File: config.mk
export PLATFORM = sky130hd
export DESIGN_NAME = poly_horner_solver
export DESIGN_NICKNAME = d
export VERILOG_FILES = /design/src/rtl/poly_horner_solver.sv
export SDC_FILE = /design/constraint.sdc
export NUM_CORES = 1
export LEC_CHECK = 0
export BUFFER_PORTS_ARGS = -buffer_cell sky130_fd_sc_hd__buf_2
export CAP_MARGIN = 25
export CORE_MARGIN = 2
export CORE_UTILIZATION = 50
export DETAILED_ROUTE_END_ITERATION = 8
export PLACE_DENSITY_LB_ADDON = 0.05
export SYNTH_ARGS = -nofsm -noshare
export SYNTH_HDL_FRONTEND = slang
export SYNTH_SLANG_ARGS = --single-unit
export TNS_END_PERCENT = 1
File: constraint.sdc
create_clock -name clock -period 11.8 [get_ports clock]
set_input_delay 1.18 -clock clock [delete_from_list [all_inputs] [get_ports clock]]
set_output_delay 1.18 -clock clock [all_outputs]
set_load 0.05 [all_outputs]
File: src/rtl/poly_horner_solver.sv
// poly_horner_solver: evaluates a signed degree-DEG polynomial with Horner's
// method. One shared multiplier alternates MUL/ADD steps under a small FSM.
// Each step either saturates or wraps to RW bits, and a sticky flag records
// any step that left the RW range.
module poly_horner_solver #(
  parameter int DEG = 2,
  parameter int XW  = 8,
  parameter int CW  = 16,
  parameter int RW  = 16,
  parameter int SAT = 1
) (
  input  logic                  clock,
  input  logic                  reset,
  input  logic                  start,
  input  logic [XW-1:0]         x,
  input  logic [(DEG+1)*CW-1:0] coeffs,
  output logic [RW-1:0]         result,
  output logic                  ready,
  output logic                  valid,
  output logic                  overflow
);

  localparam int PW = RW + XW;        // full product width
  localparam int SW = PW + 1;         // product + coefficient sum width
  localparam int IW = $clog2(DEG + 1);

  // Representable RW range, sign-extended to the sum width.
  localparam logic signed [SW-1:0] MAX_V = {{(SW-RW+1){1'b0}}, {(RW-1){1'b1}}};
  localparam logic signed [SW-1:0] MIN_V = {{(SW-RW+1){1'b1}}, {(RW-1){1'b0}}};
  localparam logic [RW-1:0]        RW_MAX = {1'b0, {(RW-1){1'b1}}};
  localparam logic [RW-1:0]        RW_MIN = {1'b1, {(RW-1){1'b0}}};

  typedef enum logic [1:0] {IDLE, MUL, ADD, DONE} state_e;

  state_e                  state_q, state_d;
  logic signed [XW-1:0]    x_q, x_d;
  logic [(DEG+1)*CW-1:0]   c_q, c_d;
  logic signed [RW-1:0]    acc_q, acc_d;
  logic [IW-1:0]           idx_q, idx_d;
  logic signed [PW-1:0]    prod_q, prod_d;
  logic                    ovf_q, ovf_d;
  logic [RW-1:0]           result_q, result_d;
  logic                    overflow_q, overflow_d;

  logic signed [CW-1:0]    c_sel;
  logic signed [PW-1:0]    prod_full;
  logic signed [SW-1:0]    sum;
  logic [RW-1:0]           fit_v;
  logic                    step_ovf;

  // State register; reset aborts any evaluation in flight.
  // NOTE: sequential state uses non-blocking (<=) so every flop samples pre-edge values.
  always_ff @(posedge clock or negedge reset) begin
    if (!reset) state_q <= IDLE;
    else        state_q <= state_d;
  end

  // Next-state logic: IDLE waits for start, MUL/ADD alternate until c_0 is added.
  // NOTE: every comb output gets a default first so no path can infer a latch.
  always_comb begin
    state_d = state_q;
    case (state_q)
      IDLE:    if (start) state_d = MUL;
      MUL:     state_d = ADD;
      ADD:     if (idx_q == '0) state_d = DONE;
               else             state_d = MUL;
      DONE:    state_d = IDLE;
      default: state_d = IDLE;
    endcase
  end

  // Handshake outputs decoded from the current state.
  always_comb begin
    ready = (state_q == IDLE);
    valid = (state_q == DONE);
  end

  // Arithmetic: coefficient select, shared multiply, sum and range fit.
  always_comb begin
    c_sel = '0;
    for (int i = 0; i < DEG; i++) begin
      if (idx_q == IW'(i)) c_sel = c_q[CW*i +: CW];
    end
    prod_full = PW'(acc_q) * PW'(x_q);
    sum       = SW'(prod_q) + SW'(c_sel);
    step_ovf  = (sum > MAX_V) || (sum < MIN_V);
    fit_v     = sum[RW-1:0];
    if (SAT != 0 && sum > MAX_V) fit_v = RW_MAX;
    if (SAT != 0 && sum < MIN_V) fit_v = RW_MIN;
  end

  // Datapath next values: load on accept, multiply in MUL, accumulate in ADD.
  always_comb begin
    x_d        = x_q;
    c_d        = c_q;
    acc_d      = acc_q;
    idx_d      = idx_q;
    prod_d     = prod_q;
    ovf_d      = ovf_q;
    result_d   = result_q;
    overflow_d = overflow_q;
    case (state_q)
      IDLE: if (start) begin
        x_d   = x;
        c_d   = coeffs;
        acc_d = RW'(signed'(coeffs[CW*DEG +: CW]));
        idx_d = IW'(DEG - 1);
        ovf_d = 1'b0;
      end
      MUL: prod_d = prod_full;
      ADD: begin
        acc_d = fit_v;
        ovf_d = ovf_q | step_ovf;
        if (idx_q == '0) begin
          result_d   = fit_v;
          overflow_d = ovf_q | step_ovf;
        end else begin
          idx_d = idx_q - IW'(1);
        end
      end
      default: ;
    endcase
  end

  // Datapath registers, including the operand copies, all cleared by reset.
  // NOTE: the coefficient copy is an ordinary flop vector, so it is reset like any other state.
  always_ff @(posedge clock or negedge reset) begin
    if (!reset) begin
      x_q        <= '0;
      c_q        <= '0;
      acc_q      <= '0;
      idx_q      <= '0;
      prod_q     <= '0;
      ovf_q      <= 1'b0;
      result_q   <= '0;
      overflow_q <= 1'b0;
    end else begin
      x_q        <= x_d;
      c_q        <= c_d;
      acc_q      <= acc_d;
      idx_q      <= idx_d;
      prod_q     <= prod_d;
      ovf_q      <= ovf_d;
      result_q   <= result_d;
      overflow_q <= overflow_d;
    end
  end

  assign result   = result_q;
  assign overflow = overflow_q;

endmodule

==> run_results.csv <==
group,metric,value,unit
floorplan,start_util,0.509,
sta,final_hold_viol_count,0,
yosys,synth-warning-count,0,
global_route,grt_pass1_vias,7631,
yosys,synth_top_family_by_area,"adder cells",
yosys,synthXorXnorAreaFrac,0.0340,
sta,timing.slew.headroom,0.454,
yosys,synth_fa_ha_area_frac,0.289,
detailed_routing,routed_wl,24.7,mm
critical_path,ff2ff_setup_slack,6130,ps
detailed_routing,highest_layer,"met4",
sta,finClkSkew,10.0,ps
detailed_routing,initialDrtViolationCount,364,
clock_tree,clockBufferDepth,2,
placed_design,place_congestion,0.875,
detailed_routing,wire_per_inst,17.7,µm
critical_path,critPathArrivalTime,5960,ps
yosys,synth-simple-area-share,0.167,
finish,drive_gt1_frac,0.172,
clock_tree,post_cts_buffers,0,
detailed_routing,wl_met1,11.6,mm
yosys,ys.flop_type,"dfrtp_1",
placed_design,numPortBuffers,77,
critical_path,crit_type,"reg2reg",
sta,setup_viol,0,
sta,clock.fmax,176,MHz
global_route,antenna_found_initial,0,
clock_tree,numCtsBuffers,9,
floorplan,dieWidth,148,µm
yosys,syn_inst,1060,
sta,fin_tns_setup,0,ps
clock_tree,cts_max_level,3,
detailed_routing,met3_length,1.10,mm
detailed_routing,wl_met2,11.5,mm
critical_path,startpoint,"x_q[7]$_DFFE_PN0P_",
critical_path,end_kind,"flip-flop",
critical_path,ff2ff_path_depth,16,
global_route,grt_overflow_total,0,
clock_tree,cts.sinks,102,
critical_path,timing.rr.end,"prod_q[20]$_DFFE_PN0N_",
placed_design,place_hpwl,19.7,mm
run,drv_cap,0,
critical_path,path_max_fanout,10,
critical_path,critPathLaunchType,"flip-flop",
yosys,ys_seq_area_frac,0.248,
clock_tree,cts_tree,"done",
finish,diodes,0,
sta,final.min_clock_period,5670,ps
detailed_routing,drc,0,
sta,final_max_slew_viol_count,0,
yosys,muxShareOfSynthArea,0.0480,
yosys,synthMostInstantiatedCell,"inv_1",
finish,fin_area,0.0113,mm²
yosys,synth_area_leaders,"dfrtp_1 (25%), fa_1 (20%), ha_1 (8.7%)",
finish,nets,1354,
floorplan,io_pins,78,
clock_tree,clk_latency,360,ps
yosys,synth_top_area_share,0.248,
placed_design,placed_area,0.0110,mm²
floorplan,die_area,0.0218,mm²
yosys,synthTopCellsByCount,"inv_1 (135), fa_1 (104), dfrtp_1 (102), and2_1 (90), nand2_1 (84)",
clock_tree,clk_pin_slew,80,ps
clock_tree,post_cts_resized,0,
yosys,ys_ff_latch,102,
clock_tree,root_buffer,"clkbuf_16",
yosys,yosys.area.top_type,"dfrtp_1",
yosys,synth_area,0.0103,mm²
global_route,grt_max_degree,64,
min_path,min_path_type,"reg2reg",
detailed_routing,via_count,7638,
detailed_routing,ant_nets,0,
global_route,grtUsageTotal,0.242,
detailed_routing,dr.pass1.iters,5,
finish,synthToLayoutAreaGrowth,9.28,%
run_status,outcome,"finished clean",
yosys,synth-compound-area-share,0.149,
yosys,synthDistinctLibCells,77,
yosys,syn_avg_cell_area,9.72,µm²
floorplan,core_area,0.0202,mm²
sta,rsz0062_at_grt,"false",
yosys,synth_nets,1295,
yosys,synth_edf_count,0,
critical_path,r2r-start,"x_q[7]$_DFFE_PN0P_",
critical_path,cp.required,12090,ps
clock_tree,cts_hold_buf,0,
sta,tightest_slew,819,ps
floorplan,die_height,148,µm
critical_path,worstSetupEndpoint,"prod_q[20]$_DFFE_PN0N_",
sta,finalCritPeriodShare,0.481,
global_route,grt_pass1_wl,41.0,mm
detailed_routing,vias_per_cell,5.48,
floorplan,row_count,52,
finish,post-route-util,0.556,
yosys,ys_async_sr_fraction,1.00,
## logic make-up after synthesis
kind of cell | Yosys count
simple gates | 328
fa+ha+maj | 176
mux | 44
flops | 102
compound gates | 201
buf+inv | 172
xor+xnor | 37
## routing by layer
metal,track usage,vias to the layer above
met5,0,-
met4,0.0731,0
met3,0.0417,35
met2,0.383,153
met1,0.343,3781
li1,-,3669
## state kept, by name (all words and copies together) (netlist names)
name      cells
c_q          32
idx_q         2
ovf_q         1
state_q       2
overflow      1
x_q           8
result       16
acc_q        16
prod_q       24
## how the worst min path moves through the flow
stage / startpoint / endpoint / slack [ps] / cells past startpoint
after global placement: result[1]$_DFFE_PN0P_ / result[1]$_DFFE_PN0P_ / 460 / 2
after floorplan: prod_q[10]$_DFFE_PN0N_ / prod_q[10]$_DFFE_PN0N_ / 460 / 2
after global routing: result[3]$_DFFE_PN0P_ / result[3]$_DFFE_PN0P_ / 500 / 2
after CTS: result[0]$_DFFE_PN0P_ / result[0]$_DFFE_PN0P_ / 480 / 2
after detailed placement: result[0]$_DFFE_PN0P_ / result[0]$_DFFE_PN0P_ / 470 / 2
final: result[0]$_DFFE_PN0P_ / result[0]$_DFFE_PN0P_ / 470 / 2
## critical path: stages, from the launching register on
cell and delay (ps):
dfrtp_1 530, clkinv_1 360, fa_1 590, fa_1 520, inv_1 50, fa_1 470, fa_1 490, ha_1 330
o21ai_0 110, a21oi_1 200, o21ai_0 130, a21boi_0 360, o2111ai_1 180, a31oi_1 390, a21oi_1 150, or4b_2 650
nand3_1 80
## area by class of cell
| type | count | area, µm² |
|---|---|---|
| sequential | 102 | 2550 |
| fill | 1846 | 8970 |
| tap | 270 | 338 |
| clock buffer | 9 | 225 |
| multi-input combinational | 786 | 7090 |
| timing repair buffer | 84 | 460 |
| clock inverter | 7 | 80.1 |
| inverter | 136 | 510 |
## stage by stage
stage,hold slack [ps],setup slack [ps],instances
6_report,474,6130,1394
5_1_grt,504,5770,1394
4_1_cts,482,6140,1394
3_5_place_dp,466,6190,1378
3_3_place_gp,463,6340,1376
2_1_floorplan,455,6720,1060
## cells in the final DEF, fill, tap and decap left out, types with 3 or more instances in the layout
cell,netlist,routed
a21o_1,16,16
nor2_1,69,67
nor4_1,4,4
fa_1,104,104
clkbuf_16,0,9
or3_1,5,5
a221oi_2,10,10
inv_1,135,135
and3_1,3,3
nor3b_1,7,7
o21ai_2,10,10
nor2b_1,5,5
a21oi_1,40,40
a221oi_1,3,3
buf_4,2,6
xnor2_1,24,24
o21a_1,4,4
and2_1,90,89
o21ai_1,7,7
o21ai_0,36,36
o211ai_1,3,3
mux2_2,43,43
nand3_1,12,12
dfrtp_1,102,102
o21bai_1,6,6
ha_1,72,72
buf_2,3,76
a211oi_1,10,10
a22o_1,15,15
nand2b_1,12,12
xor2_1,11,11
nor3_1,16,16
nand2_1,84,84
a31oi_1,8,8
Power is left out: the tool's default activity adds up to more than one toggle a clock period on the data nets, which glitch-free logic cannot reach.
